--- src/rtl/int_res_arbiter_pkg.sv ---
// Shared types and helpers for the intermediate-results memory arbiter.
// The bank-set helper is used by both the arbiter datapath and its checks.
package int_res_arbiter_pkg;

    localparam int unsigned CIM_INT_RES_BANK_SIZE_NUM_WORD = 256;
    localparam int unsigned INT_RES_NUM_BANKS              = 4;

    typedef logic [15:0] IntResAddr_t;

    typedef enum logic {
        SINGLE_WIDTH = 1'b0,
        DOUBLE_WIDTH = 1'b1
    } DataWidth_e;

    typedef enum logic [2:0] {
        INT_RES_SW_FX_1_X = 3'd0,
        INT_RES_SW_FX_2_X = 3'd1,
        INT_RES_SW_FX_3_X = 3'd2,
        INT_RES_SW_FX_4_X = 3'd3,
        INT_RES_SW_FX_5_X = 3'd4,
        INT_RES_DW_FX     = 3'd5
    } FxFormatIntRes_t;

    // Out-of-range addresses fold onto bank 0; double-width words span a bank pair.
    function automatic logic [3:0] int_res_bank_mask(
        input logic [31:0] addr,
        input DataWidth_e  width,
        input int unsigned depth = CIM_INT_RES_BANK_SIZE_NUM_WORD
    );
        logic [1:0] bank;
        logic [3:0] mask;
        if (addr >= 32'(INT_RES_NUM_BANKS * depth)) begin
            bank = '0;
        end else begin
            bank = 2'(addr / depth);
        end
        mask = 4'b0001 << bank;
        if (width == DOUBLE_WIDTH) begin
            mask = bank[0] ? 4'b1010 : 4'b0101;
        end
        return mask;
    endfunction

endpackage

--- src/rtl/int_res_arbiter_rr_arbiter.sv ---
// Combinational round-robin picker: search from ptr, first requester wins,
// next pointer lands just past the winner.
module rr_arbiter #(
    parameter int unsigned N     = 4,
    parameter int unsigned PTR_W = $clog2(N)
) (
    input  logic [N-1:0]     req,
    input  logic [PTR_W-1:0] ptr,
    output logic [N-1:0]     grant,
    output logic [PTR_W-1:0] next_ptr
);

    always_comb begin
        logic        found;
        int unsigned idx;
        grant    = '0;
        next_ptr = ptr;
        found    = 1'b0;
        idx      = 0;
        for (int unsigned k = 0; k < N; k++) begin
            idx = (32'(ptr) + k) % N;
            if (!found && req[PTR_W'(idx)]) begin
                found                = 1'b1;
                grant[PTR_W'(idx)]   = 1'b1;
                next_ptr             = PTR_W'((idx + 1) % N);
            end
        end
    end

endmodule

--- src/rtl/int_res_arbiter.sv ---
// Read/write round-robin arbiter for the banked intermediate-results memory,
// with bank-conflict deferral, starvation override and read-response routing.
module int_res_arbiter
    import int_res_arbiter_pkg::*;
#(
    parameter int unsigned N_REQ      = 4,
    parameter int unsigned ADDR_W     = 16,
    parameter int unsigned DATA_W     = 22,
    parameter int unsigned FMT_W      = 3,
    parameter int unsigned BANK_DEPTH = CIM_INT_RES_BANK_SIZE_NUM_WORD,
    parameter int unsigned STARVE_MAX = 4
) (
    input  logic                      clk,
    input  logic                      rst,
    input  logic [N_REQ-1:0]          req_rd_valid,
    input  logic [N_REQ*ADDR_W-1:0]   req_rd_addr,
    input  logic [N_REQ-1:0]          req_rd_width,
    input  logic [N_REQ*FMT_W-1:0]    req_rd_format,
    output logic [N_REQ-1:0]          req_rd_ready,
    output logic [N_REQ-1:0]          rsp_rd_valid,
    output logic [DATA_W-1:0]         rsp_rd_data,
    input  logic [N_REQ-1:0]          req_wr_valid,
    input  logic [N_REQ*ADDR_W-1:0]   req_wr_addr,
    input  logic [N_REQ-1:0]          req_wr_width,
    input  logic [N_REQ*FMT_W-1:0]    req_wr_format,
    input  logic [N_REQ*DATA_W-1:0]   req_wr_data,
    output logic [N_REQ-1:0]          req_wr_ready,
    output logic                      mem_rd_en,
    output logic [ADDR_W-1:0]         mem_rd_addr,
    output logic                      mem_rd_width,
    output logic [FMT_W-1:0]          mem_rd_format,
    input  logic [DATA_W-1:0]         mem_rd_data,
    output logic                      mem_wr_en,
    output logic [ADDR_W-1:0]         mem_wr_addr,
    output logic                      mem_wr_width,
    output logic [FMT_W-1:0]          mem_wr_format,
    output logic [DATA_W-1:0]         mem_wr_data,
    output logic [1:0]                err_sticky
);

    localparam int unsigned PTR_W      = $clog2(N_REQ);
    localparam int unsigned STARVE_W   = $clog2(STARVE_MAX + 1);
    localparam logic [31:0] ADDR_LIMIT = 32'(INT_RES_NUM_BANKS * BANK_DEPTH);

    logic [PTR_W-1:0]    rd_ptr_q, rd_ptr_d, rd_ptr_nx;
    logic [PTR_W-1:0]    wr_ptr_q, wr_ptr_d, wr_ptr_nx;
    logic [STARVE_W-1:0] starve_q, starve_d;
    logic                rsp_pend_q, rsp_pend_d;
    logic [PTR_W-1:0]    rsp_idx_q, rsp_idx_d;
    logic [FMT_W-1:0]    rsp_fmt_q, rsp_fmt_d;
    logic [1:0]          err_q, err_d;

    logic [N_REQ-1:0]    rd_cand, wr_cand;
    logic [PTR_W-1:0]    rd_idx, wr_idx;
    logic [ADDR_W-1:0]   rd_addr, wr_addr;
    logic                rd_width, wr_width;
    logic [FMT_W-1:0]    rd_fmt, wr_fmt;
    logic [DATA_W-1:0]   wr_data;
    logic [3:0]          rd_mask, wr_mask;
    logic                rd_any, wr_any, conflict, rd_gnt, wr_gnt;
    logic                rd_oor, wr_oor, rd_dw_bad, wr_dw_bad, rsp_on;

    rr_arbiter #(.N(N_REQ), .PTR_W(PTR_W)) u_rd_rr (
        .req      (req_rd_valid),
        .ptr      (rd_ptr_q),
        .grant    (rd_cand),
        .next_ptr (rd_ptr_nx)
    );

    rr_arbiter #(.N(N_REQ), .PTR_W(PTR_W)) u_wr_rr (
        .req      (req_wr_valid),
        .ptr      (wr_ptr_q),
        .grant    (wr_cand),
        .next_ptr (wr_ptr_nx)
    );

    always_comb begin
        rd_idx = '0;
        wr_idx = '0;
        for (int unsigned i = 0; i < N_REQ; i++) begin
            if (rd_cand[i]) rd_idx = PTR_W'(i);
            if (wr_cand[i]) wr_idx = PTR_W'(i);
        end
        rd_addr  = req_rd_addr[rd_idx*ADDR_W +: ADDR_W];
        rd_width = req_rd_width[rd_idx];
        rd_fmt   = req_rd_format[rd_idx*FMT_W +: FMT_W];
        wr_addr  = req_wr_addr[wr_idx*ADDR_W +: ADDR_W];
        wr_width = req_wr_width[wr_idx];
        wr_fmt   = req_wr_format[wr_idx*FMT_W +: FMT_W];
        wr_data  = req_wr_data[wr_idx*DATA_W +: DATA_W];
    end

    // Candidates lose their grant for a cycle when the read and write bank sets overlap.
    always_comb begin
        rd_any   = (|rd_cand) && !rst;
        wr_any   = (|wr_cand) && !rst;
        rd_mask  = int_res_bank_mask(32'(rd_addr), DataWidth_e'(rd_width), BANK_DEPTH);
        wr_mask  = int_res_bank_mask(32'(wr_addr), DataWidth_e'(wr_width), BANK_DEPTH);
        conflict = rd_any && wr_any && (|(rd_mask & wr_mask));
        rd_gnt   = rd_any && !(conflict && (starve_q >= STARVE_W'(STARVE_MAX)));
        wr_gnt   = wr_any && !(conflict && (starve_q <  STARVE_W'(STARVE_MAX)));
        rsp_on   = rsp_pend_q && !rst;

        rd_oor    = 32'(rd_addr) >= ADDR_LIMIT;
        wr_oor    = 32'(wr_addr) >= ADDR_LIMIT;
        rd_dw_bad = rd_width && (rd_fmt != FMT_W'(INT_RES_DW_FX));
        wr_dw_bad = wr_width && (wr_fmt != FMT_W'(INT_RES_DW_FX));
    end

    always_comb begin
        req_rd_ready  = rd_gnt ? rd_cand : '0;
        req_wr_ready  = wr_gnt ? wr_cand : '0;

        mem_rd_en     = rd_gnt;
        mem_rd_addr   = rd_gnt ? rd_addr  : '0;
        mem_rd_width  = rd_gnt ? rd_width : 1'b0;
        // Format is needed on the memory's data cycle, so it lingers one cycle after a grant.
        mem_rd_format = rd_gnt ? rd_fmt : (rsp_on ? rsp_fmt_q : '0);

        mem_wr_en     = wr_gnt;
        mem_wr_addr   = wr_gnt ? wr_addr  : '0;
        mem_wr_width  = wr_gnt ? wr_width : 1'b0;
        mem_wr_format = wr_gnt ? wr_fmt   : '0;
        mem_wr_data   = wr_gnt ? wr_data  : '0;

        rsp_rd_valid  = rsp_on ? (N_REQ'(1) << rsp_idx_q) : '0;
        rsp_rd_data   = rsp_on ? mem_rd_data : '0;
        err_sticky    = err_q;
    end

    always_comb begin
        rd_ptr_d   = rd_gnt ? rd_ptr_nx : rd_ptr_q;
        wr_ptr_d   = wr_gnt ? wr_ptr_nx : wr_ptr_q;
        starve_d   = starve_q;
        if (wr_gnt) begin
            starve_d = '0;
        end else if (conflict && (starve_q < STARVE_W'(STARVE_MAX))) begin
            starve_d = starve_q + 1'b1;
        end
        rsp_pend_d = rd_gnt;
        rsp_idx_d  = rd_gnt ? rd_idx : rsp_idx_q;
        rsp_fmt_d  = rd_gnt ? rd_fmt : rsp_fmt_q;
        err_d      = err_q;
        err_d[0]   = err_q[0] | (rd_gnt & rd_oor)    | (wr_gnt & wr_oor);
        err_d[1]   = err_q[1] | (rd_gnt & rd_dw_bad) | (wr_gnt & wr_dw_bad);
    end

    always_ff @(posedge clk) begin
        if (rst) begin
            rd_ptr_q   <= '0;
            wr_ptr_q   <= '0;
            starve_q   <= '0;
            rsp_pend_q <= 1'b0;
            rsp_idx_q  <= '0;
            rsp_fmt_q  <= '0;
            err_q      <= '0;
        end else begin
            rd_ptr_q   <= rd_ptr_d;
            wr_ptr_q   <= wr_ptr_d;
            starve_q   <= starve_d;
            rsp_pend_q <= rsp_pend_d;
            rsp_idx_q  <= rsp_idx_d;
            rsp_fmt_q  <= rsp_fmt_d;
            err_q      <= err_d;
        end
    end

endmodule

--- config.mk ---
export PLATFORM = sky130hd
export DESIGN_NAME = int_res_arbiter
export DESIGN_NICKNAME = d
export VERILOG_FILES = /design/src/rtl/int_res_arbiter_pkg.sv /design/src/rtl/int_res_arbiter_rr_arbiter.sv /design/src/rtl/int_res_arbiter.sv
export SDC_FILE = /design/constraint.sdc
export NUM_CORES = 1
export LEC_CHECK = 0
export CAP_MARGIN = 40
export CORE_AREA = 4 4 147 149
export CTS_BUF_LIST = sky130_fd_sc_hd__clkbuf_2 sky130_fd_sc_hd__clkbuf_4 sky130_fd_sc_hd__clkbuf_8
export DETAILED_ROUTE_END_ITERATION = 16
export DIE_AREA = 0 0 151 153
export PLACE_DENSITY = 0.7
export SETUP_SLACK_MARGIN = 0.1
export SLEW_MARGIN = 40
export SYNTH_ARGS = -nofsm -noshare
export SYNTH_HDL_FRONTEND = slang
export SYNTH_SLANG_ARGS = --single-unit
--- constraint.sdc ---
create_clock -name clk -period 8.94 [get_ports clk]
set_clock_uncertainty 0.05 [all_clocks]
set_input_delay 1.788 -clock clk [delete_from_list [all_inputs] [get_ports clk]]
set_output_delay 1.788 -clock clk [all_outputs]
set_load 0.03 [all_outputs]
==> flow_summary.ini, run 1 <==
[outcome]
status = finished clean

[timing]
layout_min_cycle_time_ns = 8.55
drv_slew = 0
hold_viol_final = 0
finalSetupTns_ns = 0
relSlewSlack = 0.513
fin_crit_sh = 0.956
finalSetupViolCount = 0
rsz0062_at_grt = false
max_freq_mhz = 117
hold_ws_ns = 0.415
finalWorstSetupSlack_ns = 0.389
max_slew.worst_pin.slew_ns = 0.729

[yosys]
ys_types = 85
synth_compound_area_frac = 0.379
synthArstFlopShare = 0
syn_nets = 959
synth_enable_flop_cells = 0
synth_top_family_by_area = compound AO/OA/AOI/OAI gates
synth_adder_area_share = 0.0390
synth_ff_type = dfxtp_1
syn_avg_cell_area_um2 = 6.75
synth-xor-area-share = 0
yosys.area.top_type = nand2_1
yosysTopAreaCellShare = 0.0778
synth_area_leaders = nand2_1 (7.8%), dfxtp_1 (6.7%), mux2i_1 (5.4%)
synth_mux_area_frac = 0.126
synthesis.area_um2 = 4490
synth_warnings = 0
yosysSeqAreaShare = 0.0669
synth_seq_cells = 15
netlist_instances = 665
yosys.area_share.simple = 0.320

[hold_path]
min_from = starve_q[1]
holdPathEnd = starve_q[1]
hp-class = flop to flop
hold_depth = 2

[floorplanning]
core-area_um2 = 20200
die-area_um2 = 23100
initial_core_util = 0.223
io_pins = 380
rows = 52
die_w_um = 151
die_h_um = 153

[detailed_routing]
drtAntennaViolNets = 0
route.detailed.drc = 0
drt_pass1_iterations = 5
routed-via-count = 6563
drtIter0Drc = 348
viasPerCell = 5.12
wirelength_um = 25500
avgRoutedWirePerCell_um = 19.9

[setup_path]
max_stage_delay_ns = 0.72
crit_top_cell = clkdlybuf4s50_1
cp_num_buf_inv = 3
required_ns = 7.10
arrival_ns = 6.71
r2r_cells = 12
r2r_start = rd_ptr_q[0]
slowest_stage = clkdlybuf4s50_1
end_kind = output port
worst-path-max-fanout = 30
r2r_setup_slack_ns = 3.52
setup.worst_path.class = input pin to output port
rr_endpoint = rd_ptr_q[0]
critPathLaunchType = input pin
worstPathCellList = clkdlybuf4s50_1 > mux4_2 > or3b_1 > a211o_1 > and4_1 > nand2_1 > o211ai_1 > or3_4 > o21ai_4 > o31ai_4 > buf_4 > a211oi_1 > clkdlybuf4s50_1
cp_top_family = buffers and inverters

[grt]
grt.total_usage = 0.201
grt_pass1_wl_um = 37200
grt_start_max_net_pins = 47
grt_pass1_vias = 6292
antenna_found_initial = 3
grt_overflow_total = 0

[power_and_ir_drop]
leakage_nw = 3.18
p_per_area_nw_per_um2 = 388
vdd_drop_max_uv = 127
fin_total_pwr_mw = 3.33

[placement]
dp_hpwl_um = 21400
dp_slack_ns = 0.366
io_buffers = 379
place_congestion = 0.977
place_inst = 1275

[layout]
area_growth_pct = 91.1
fillerInstances = 2046
ff_latch_area_um2 = 300
layout.nets = 1304
multi_input_area_um2 = 3910
post_layout_nonfiller_instances = 1282
drive_above_1_share = 0.111

[clock_network]
ctsLongestPathBuffers = 2
cts_tree = done
clock-sinks = 15
cts_resized = 0
cts_buffers = 3
h-tree-depth = 1
cts.hold.buffers_added = 0
post_cts_buffers = 0
cts.clk_slew.worst_paths_ns = 0.06
clk_latency_ns = 0.25
cts-root-buf = clkbuf_8

[run]
maxCapViolations = 0
-- cell families (layout without fill, tap and decap cells) --
family,after synthesis,after routing
AO/OA/AOI/OAI,238,238
multiplexers,47,47
adder cells (fa/ha/maj),14,14
buffers and inverters,70,414
AND/OR/NAND/NOR,281,281
other,0,3
flip-flops,15,15
-- report_power, final --
| group | total [mW] | switching [mW] | internal, mW |
|---|---|---|---|
| clock network | 0.0555 | 0.0247 | 0.0308 |
| logic | 3.14 | 1.89 | 1.25 |
| registers | 0.138 | 0.0447 | 0.0932 |
-- metrics by stage --
stage | cell area [um2] | utilization
floorplan | 4490 | -
global placement | 8500 | 0.421
detailed placement | 8510 | 0.422
CTS | 8550 | 0.424
global route | 8580 | 0.425
finish | 8580 | 0.425
-- layout by cell type (no fill, tap or decap), types with 4 or more instances in the layout --
cell type        Yosys  final
a211oi_1            30     29
a21oi_1             47     46
a311oi_1             8      7
a31o_2               5      5
a31oi_1             10     10
and2_1              30     30
and3_1               8      8
buf_12               0      6
buf_4                2     44
clkdlybuf4s50_1      0    348
dfxtp_1             15     15
ha_1                14     14
inv_1               11     11
mux2_2              15     15
mux2i_1             24     24
mux4_2               6      6
nand2_1             93     93
nand2b_1             6      6
nand3_1             10     10
nand3b_1             8      8
nand4_1              8      8
nor2_1              48     47
nor2b_1             13     13
nor3_1              23     22
nor3b_1              7      7
o211ai_1             4      4
o21a_1               5      5
o21ai_0             37     37
o21ai_1              4      4
o221ai_1             7      7
o22ai_1             25     25
o2bb2ai_1            4      4
o31ai_1              6      6
or3_1                6      6
or3b_1               4      4
-- layout make-up --
| type | instances | area share |
|---|---|---|
| repair buffers | 398 | 0.459 |
| well taps | 270 | 0.0394 |
| diodes | 3 | 0.000875 |
| multi-input cells | 580 | 0.456 |
| clock inverters | 1 | 0.000583 |
| inverters | 12 | 0.00525 |
| clock buffers | 3 | 0.00481 |
| flip-flops and latches | 15 | 0.0350 |
-- tightest hold or removal path: cells and delay by family (launching register included) --
family	cells	cell delay [ns]
compound gates	1	0.05
flops	1	0.31
simple gates	1	0.05
-- flip-flops by register name, summed over array words and instances, names as in the netlist --
register	cells
rsp_pend_q	1
wr_ptr_q	2
rd_ptr_q	2
err_sticky	2
rsp_fmt_q	3
starve_q	3
rsp_idx_q	2
-- synthesized netlist by cell type, drive strengths merged, types with 3 or more instances --
cell,n
a2111oi,3
a211oi,30
a21oi,48
a22o,4
a22oi,4
a2bb2oi,3
a311oi,8
a31o,5
a31oi,10
and2,30
and3,8
buf,26
clkbuf,32
dfxtp,15
ha,14
inv,12
mux2,17
mux2i,24
mux4,6
nand2,94
nand2b,6
nand3,10
nand3b,8
nand4,8
nor2,49
nor2b,14
nor3,25
nor3b,7
o211ai,5
o21a,7
o21ai,43
o221ai,7
o22ai,25
o2bb2ai,4
o311ai,3
o31ai,7
or3,7
or3b,5
or4,3
-- worst max-delay path by stage --
stage / from / endpoint / slack, ns / cells past startpoint
finish: req_rd_valid[1] / mem_wr_addr[2] / 0.39 / 13
global route: req_rd_valid[1] / mem_wr_data[16] / 0.11 / 14
CTS: req_rd_valid[1] / mem_wr_data[16] / 0.36 / 14
detailed placement: req_rd_valid[1] / mem_wr_data[16] / 0.37 / 14
global placement: req_rd_valid[1] / mem_wr_data[16] / 0.45 / 14
floorplan: req_rd_valid[2] / mem_rd_addr[1] / 1.65 / 14
-- layer usage --
layer,up-vias,GRT usage,wire length (um)
li1,3208,-,-
met3,32,0.0261,1680
met4,0,0.0497,554
met1,3056,0.244,10000
met5,-,0,0
met2,267,0.370,13200
(Power assumes the default switching activity.)
==> inputs of run 2 (changes only) <==
--- a/config.mk
+++ b/config.mk
@@ -6,11 +6,12 @@
 export NUM_CORES = 1
 export LEC_CHECK = 0
 export CAP_MARGIN = 40
-export CORE_AREA = 4 4 147 149
+export CORE_AREA = 4 4 145 147
 export CTS_BUF_LIST = sky130_fd_sc_hd__clkbuf_2 sky130_fd_sc_hd__clkbuf_4 sky130_fd_sc_hd__clkbuf_8
 export DETAILED_ROUTE_END_ITERATION = 16
-export DIE_AREA = 0 0 151 153
-export PLACE_DENSITY = 0.7
+export DIE_AREA = 0 0 149 151
+export DONT_BUFFER_PORTS = 1
+export PLACE_DENSITY = 0.47
 export SETUP_SLACK_MARGIN = 0.1
 export SLEW_MARGIN = 40
 export SYNTH_ARGS = -nofsm -noshare
==> run 2 against run 1 <==
  * Sequential share of layout area increased by 2.6 points
  * Maximum frequency increased by 7.7%
  * Register-to-register slack got worse by 0.42 ns
  * Die area decreased by 2.6%
  * Critical path depth increased by 2
  * Count of clock-buffer cells in the layout unchanged
  * Highest routed layer is now met5
==> flow_summary.ini, run 2 (synthesis results as in run 1) <==
[outcome]
status = finished clean

[grt]
grt.total_usage = 0.166
grt_start_max_net_pins = 49
busiest_layer = met2
use_met3 = 0.0485
grt_pass1_wl_um = 29300
grt_use_met1 = 0.196
grt_pass1_vias = 4902
grt_overflow_total = 0
antenna_found_initial = 5
use_met2 = 0.283

[floorplanning]
die_w_um = 149
initial_core_util = 0.225
die_h_um = 151
die-area_um2 = 22500
rows = 52
core-area_um2 = 19900
io_pins = 380

[setup_path]
worstPathCellList = inv_1 > ha_1 > mux4_2 > or3b_1 > a211o_1 > and4_1 > a311oi_1 > nor3_2 > a21boi_0 > o221a_4 > o21ai_4 > o31ai_4 > buf_4 > a211oi_1 > buf_4
crit_top_cell = buf_4
critPathLaunchType = flop
cp_num_buf_inv = 3
cp_top_family = compound AO/OA/AOI/OAI gates
setup.worst_path.class = flop to output port
max_stage_delay_ns = 0.73
required_ns = 7.10
end_kind = output port
slowest_stage = dfxtp_1
worst-path-max-fanout = 39
arrival_ns = 6.10

[timing]
drv_slew = 0
hold_viol_final = 0
max_slew.worst_pin.slew_ns = 0.828
layout_min_cycle_time_ns = 7.94
max_freq_mhz = 126
relSlewSlack = 0.444
fin_crit_sh = 0.888
finalSetupViolCount = 0
hold_ws_ns = 0.405
finalSetupTns_ns = 0
rsz0062_at_grt = false

[layout]
layout.nets = 947
post_layout_nonfiller_instances = 925
fillerInstances = 2292
drive_above_1_share = 0.158
top_regs = rsp_fmt_q x3, starve_q x3
final_cell_mix = nand2_1 (93), nor2_1 (47), a21oi_1 (46), buf_4 (41), o21ai_0 (37)
area_growth_pct = 10.6
fin_util = 0.249
final_common_cell = nand2_1

[clock_network]
cts-root-buf = clkbuf_8
cts_buffers = 3
clock-sinks = 15
cts_tree = done
h-tree-depth = 1
clk_latency_ns = 0.26
ctsLongestPathBuffers = 2
cts.hold.buffers_added = 0
post_cts_buffers = 0
cts.clk_slew.worst_paths_ns = 0.07
cts_resized = 0

[placement]
io_buffers = 0
place_inst = 918
dp_hpwl_um = 17700
place_congestion = 0.903

[hold_path]
hp-class = flop to flop

[detailed_routing]
drt_pass1_iterations = 5
drtAntennaViolNets = 0
avgRoutedWirePerCell_um = 23.1
viasPerCell = 5.69
wirelength_um = 21300
routed-via-count = 5262
route.detailed.drc = 0
drtIter0Drc = 327

[power_and_ir_drop]
fin_total_pwr_mw = 2.86
leakage_nw = 1.79
p_per_area_nw_per_um2 = 575
vdd_drop_max_uv = 148

[run]
maxCapViolations = 0
## run 2: layout make-up
type	count	area, um2	area share
Sequential cell	15	300	0.0605
Clock inverter	1	5.00	0.00101
Antenna cell	3	7.51	0.00151
Tap cell	270	338	0.0681
Multi-Input combinational cell	580	3920	0.789
Clock buffer	3	41.3	0.00832
Timing Repair Buffer	41	308	0.0620
Inverter	12	45.0	0.00908
## run 2: path summary, 6_finish.rpt
path | from | end | slack (ns) | cells past startpoint
setup reg to reg | rd_ptr_q[0] | wr_ptr_q[1] | 3.10 | 14
hold / removal | starve_q[1] | starve_q[1] | 0.40 | 2
hold reg to reg | starve_q[1] | starve_q[1] | 0.40 | 2
setup / recovery | rd_ptr_q[0] | mem_wr_addr[5] | 1.00 | 15
## run 2: power breakdown
group | total, mW | internal, mW | switching, mW
Sequential | 0.138 | 0.0931 | 0.0448
Clock | 0.0602 | 0.0310 | 0.0292
Combinational | 2.66 | 0.846 | 1.81
## run 2: worst min-delay path: cells and delay by family (launching register included)
kind             cells  cell delay (ns)
flip-flops           1             0.32
AND/OR/NAND/NOR      1             0.05
AO/OA/AOI/OAI        1             0.05
## run 2: stage by stage
stage	setup slack, ns	area [um2]
6_report	1.00	4960
5_1_grt	0.676	4960
4_1_cts	1.01	4950
3_5_place_dp	1.02	4910
3_3_place_gp	1.18	4880
2_1_floorplan	1.65	4490
## run 2: per-layer routing
layer / part of all wire / wire [um]
met4: 0.037 / 799
met5: 0.0013 / 27
met1: 0.38 / 8090
met3: 0.084 / 1790
met2: 0.50 / 10600
==> inputs of run 3 (changes only) <==
--- a/config.mk
+++ b/config.mk
@@ -6,12 +6,12 @@
 export NUM_CORES = 1
 export LEC_CHECK = 0
 export CAP_MARGIN = 40
-export CORE_AREA = 4 4 145 147
+export CORE_AREA = 2 2 147 149
 export CTS_BUF_LIST = sky130_fd_sc_hd__clkbuf_2 sky130_fd_sc_hd__clkbuf_4 sky130_fd_sc_hd__clkbuf_8
 export DETAILED_ROUTE_END_ITERATION = 16
 export DIE_AREA = 0 0 149 151
 export DONT_BUFFER_PORTS = 1
-export PLACE_DENSITY = 0.47
+export PLACE_DENSITY = 0.45
 export SETUP_SLACK_MARGIN = 0.1
 export SLEW_MARGIN = 40
 export SYNTH_ARGS = -nofsm -noshare
==> run 3 against run 2 <==
  * Die area unchanged
  * Via count fell by 1.2%
  * Maximum frequency decreased by 3.0%
  * Worst setup slack worse by 0.25 ns
  * Non-clock buffer count grew 25
  * Final area increased by 3.8%
  * Clock power is 2% lower
  * Global-route usage shrank 0.42 points
  * Sequential cell count unchanged
  * Highest routed layer is now met4
==> flow_summary.ini, run 3 (synthesis results as in run 1) <==
[setup_path]
critPathLaunch = req_rd_valid[2]
required_ns = 7.10
path_depth = 11
slowest_stage = nand2_1
r2r_start = rd_ptr_q[1]
setup.worst_path.class = input pin to output port
cp_num_buf_inv = 1
arrival_ns = 6.35
cp_top_family = simple AND/OR/NAND/NOR gates
crit_path_end = mem_rd_addr[3]
worstPathCellList = mux4_2 > or3b_1 > a211o_1 > and4_1 > nand2_1 > o211ai_1 > or3_4 > o211ai_2 > nand2_2 > a211oi_1 > buf_4
r2r_setup_slack_ns = 3.43
worst-path-max-fanout = 24
end_kind = output port
r2r_cells = 12
rr_endpoint = rd_ptr_q[0]
max_stage_delay_ns = 0.62
critPathLaunchType = input pin

[layout]
layout.nets = 972
final_common_cell = nand2_1
area_growth_pct = 14.7
drive_above_1_share = 0.188
top_regs = rsp_fmt_q x3, starve_q x3
final_cell_mix = nand2_1 (93), buf_4 (66), nor2_1 (47), a21oi_1 (46), o21ai_0 (37)

[power_and_ir_drop]
p_per_area_nw_per_um2 = 568
vdd_drop_max_uv = 126
leakage_nw = 1.92

[floorplanning]
die-area_um2 = 22500
core-area_um2 = 20800
io_pins = 380
die_h_um = 151
die_w_um = 149
initial_core_util = 0.216
rows = 53

[timing]
layout_min_cycle_time_ns = 8.19
max_slew.worst_pin.slew_ns = 0.737
fin_crit_sh = 0.916
rsz0062_at_grt = false
max_freq_mhz = 122
finalSetupTns_ns = 0
drv_slew = 0
finalSetupViolCount = 0
relSlewSlack = 0.508
finalWorstSetupSlack_ns = 0.754
hold_viol_final = 0

[hold_path]
hp-class = flop to flop

[clock_network]
clk_latency_ns = 0.25
clock-sinks = 15
post_cts_buffers = 0
cts.clk_slew.worst_paths_ns = 0.07
cts-root-buf = clkbuf_8
ctsLongestPathBuffers = 2
cts.hold.buffers_added = 0
cts_tree = done
cts_resized = 0
cts_buffers = 3
h-tree-depth = 1

[detailed_routing]
drtIter0Drc = 210
routed-via-count = 5201
avgRoutedWirePerCell_um = 21.1
viasPerCell = 5.45
drtAntennaViolNets = 0
drt_pass1_iterations = 5
route.detailed.drc = 0
wirelength_um = 20100

[grt]
grt.total_usage = 0.161
grt_pass1_vias = 4762
grt_overflow_total = 0
antenna_found_initial = 2
grt_pass1_wl_um = 28600
grt_start_max_net_pins = 49

[run]
maxCapViolations = 0

[placement]
dp_slack_ns = 0.815
dp_hpwl_um = 16700
io_buffers = 0
place_congestion = 0.937

[outcome]
status = finished clean
## run 3: cell types whose count changed in the layout (fill, tap and decap cells not counted)
cell / previous run / this run
buf_4: 41 / 66
diode_2: 3 / 2
nor3_1: 22 / 23
nor3_2: 3 / 2
## run 3: power by group
part           internal [mW]  switching (mW)  leakage [nW]
registers             0.0931          0.0349         0.124
clock network         0.0310          0.0281        0.0255
logic                  0.931            1.81          1.77
total                   1.06            1.87          1.92
## run 3: tightest hold or removal path, cell delays in order, from the launching register on
cell     delay [ns]
dfxtp_1        0.32
nand2_1        0.05
a21oi_1        0.05
## run 3: worst min-delay path by stage
stage | startpoint | endpoint | slack [ns] | cells after the start
after floorplan | starve_q[1] | starve_q[1] | 0.39 | 2
after global placement | starve_q[1] | starve_q[1] | 0.39 | 2
after detailed placement | starve_q[1] | starve_q[1] | 0.40 | 2
after CTS | starve_q[1] | starve_q[1] | 0.41 | 2
after global routing | starve_q[1] | starve_q[1] | 0.42 | 2
final | starve_q[1] | starve_q[1] | 0.40 | 2
## run 3: per-layer routing
| layer | vias to the layer above | track usage | wire (um) |
|---|---|---|---|
| met3 | 22 | 0.0304 | 1230 |
| met5 | - | 0 | 0 |
| li1 | 2543 | - | - |
| met1 | 2433 | 0.206 | 8360 |
| met4 | 0 | 0.0481 | 373 |
| met2 | 203 | 0.276 | 10100 |
## run 3: layout make-up
| class | count | area, um2 |
|---|---|---|
| Antenna cell | 2 | 5.00 |
| Clock buffer | 3 | 41.3 |
| Clock inverter | 1 | 5.00 |
| Fill cell | 2359 | 15700 |
| Inverter | 12 | 45.0 |
| Multi-Input combinational cell | 580 | 3910 |
| Sequential cell | 15 | 300 |
| Tap cell | 275 | 344 |
| Timing Repair Buffer | 66 | 495 |
## run 3: metrics by stage
step / std cells / hold WS, ns / total power, mW / utilization / area, um2
6_report: 954 / 0.405 / 2.92 / 0.247 / 5150
5_1_grt: 954 / 0.422 / 3.16 / 0.247 / 5150
4_1_cts: 952 / 0.407 / 2.94 / 0.247 / 5140
3_5_place_dp: 948 / 0.397 / 2.87 / 0.245 / 5100
3_3_place_gp: 948 / 0.394 / 2.86 / 0.244 / 5070
2_1_floorplan: 665 / 0.386 / 2.17 / - / 4490
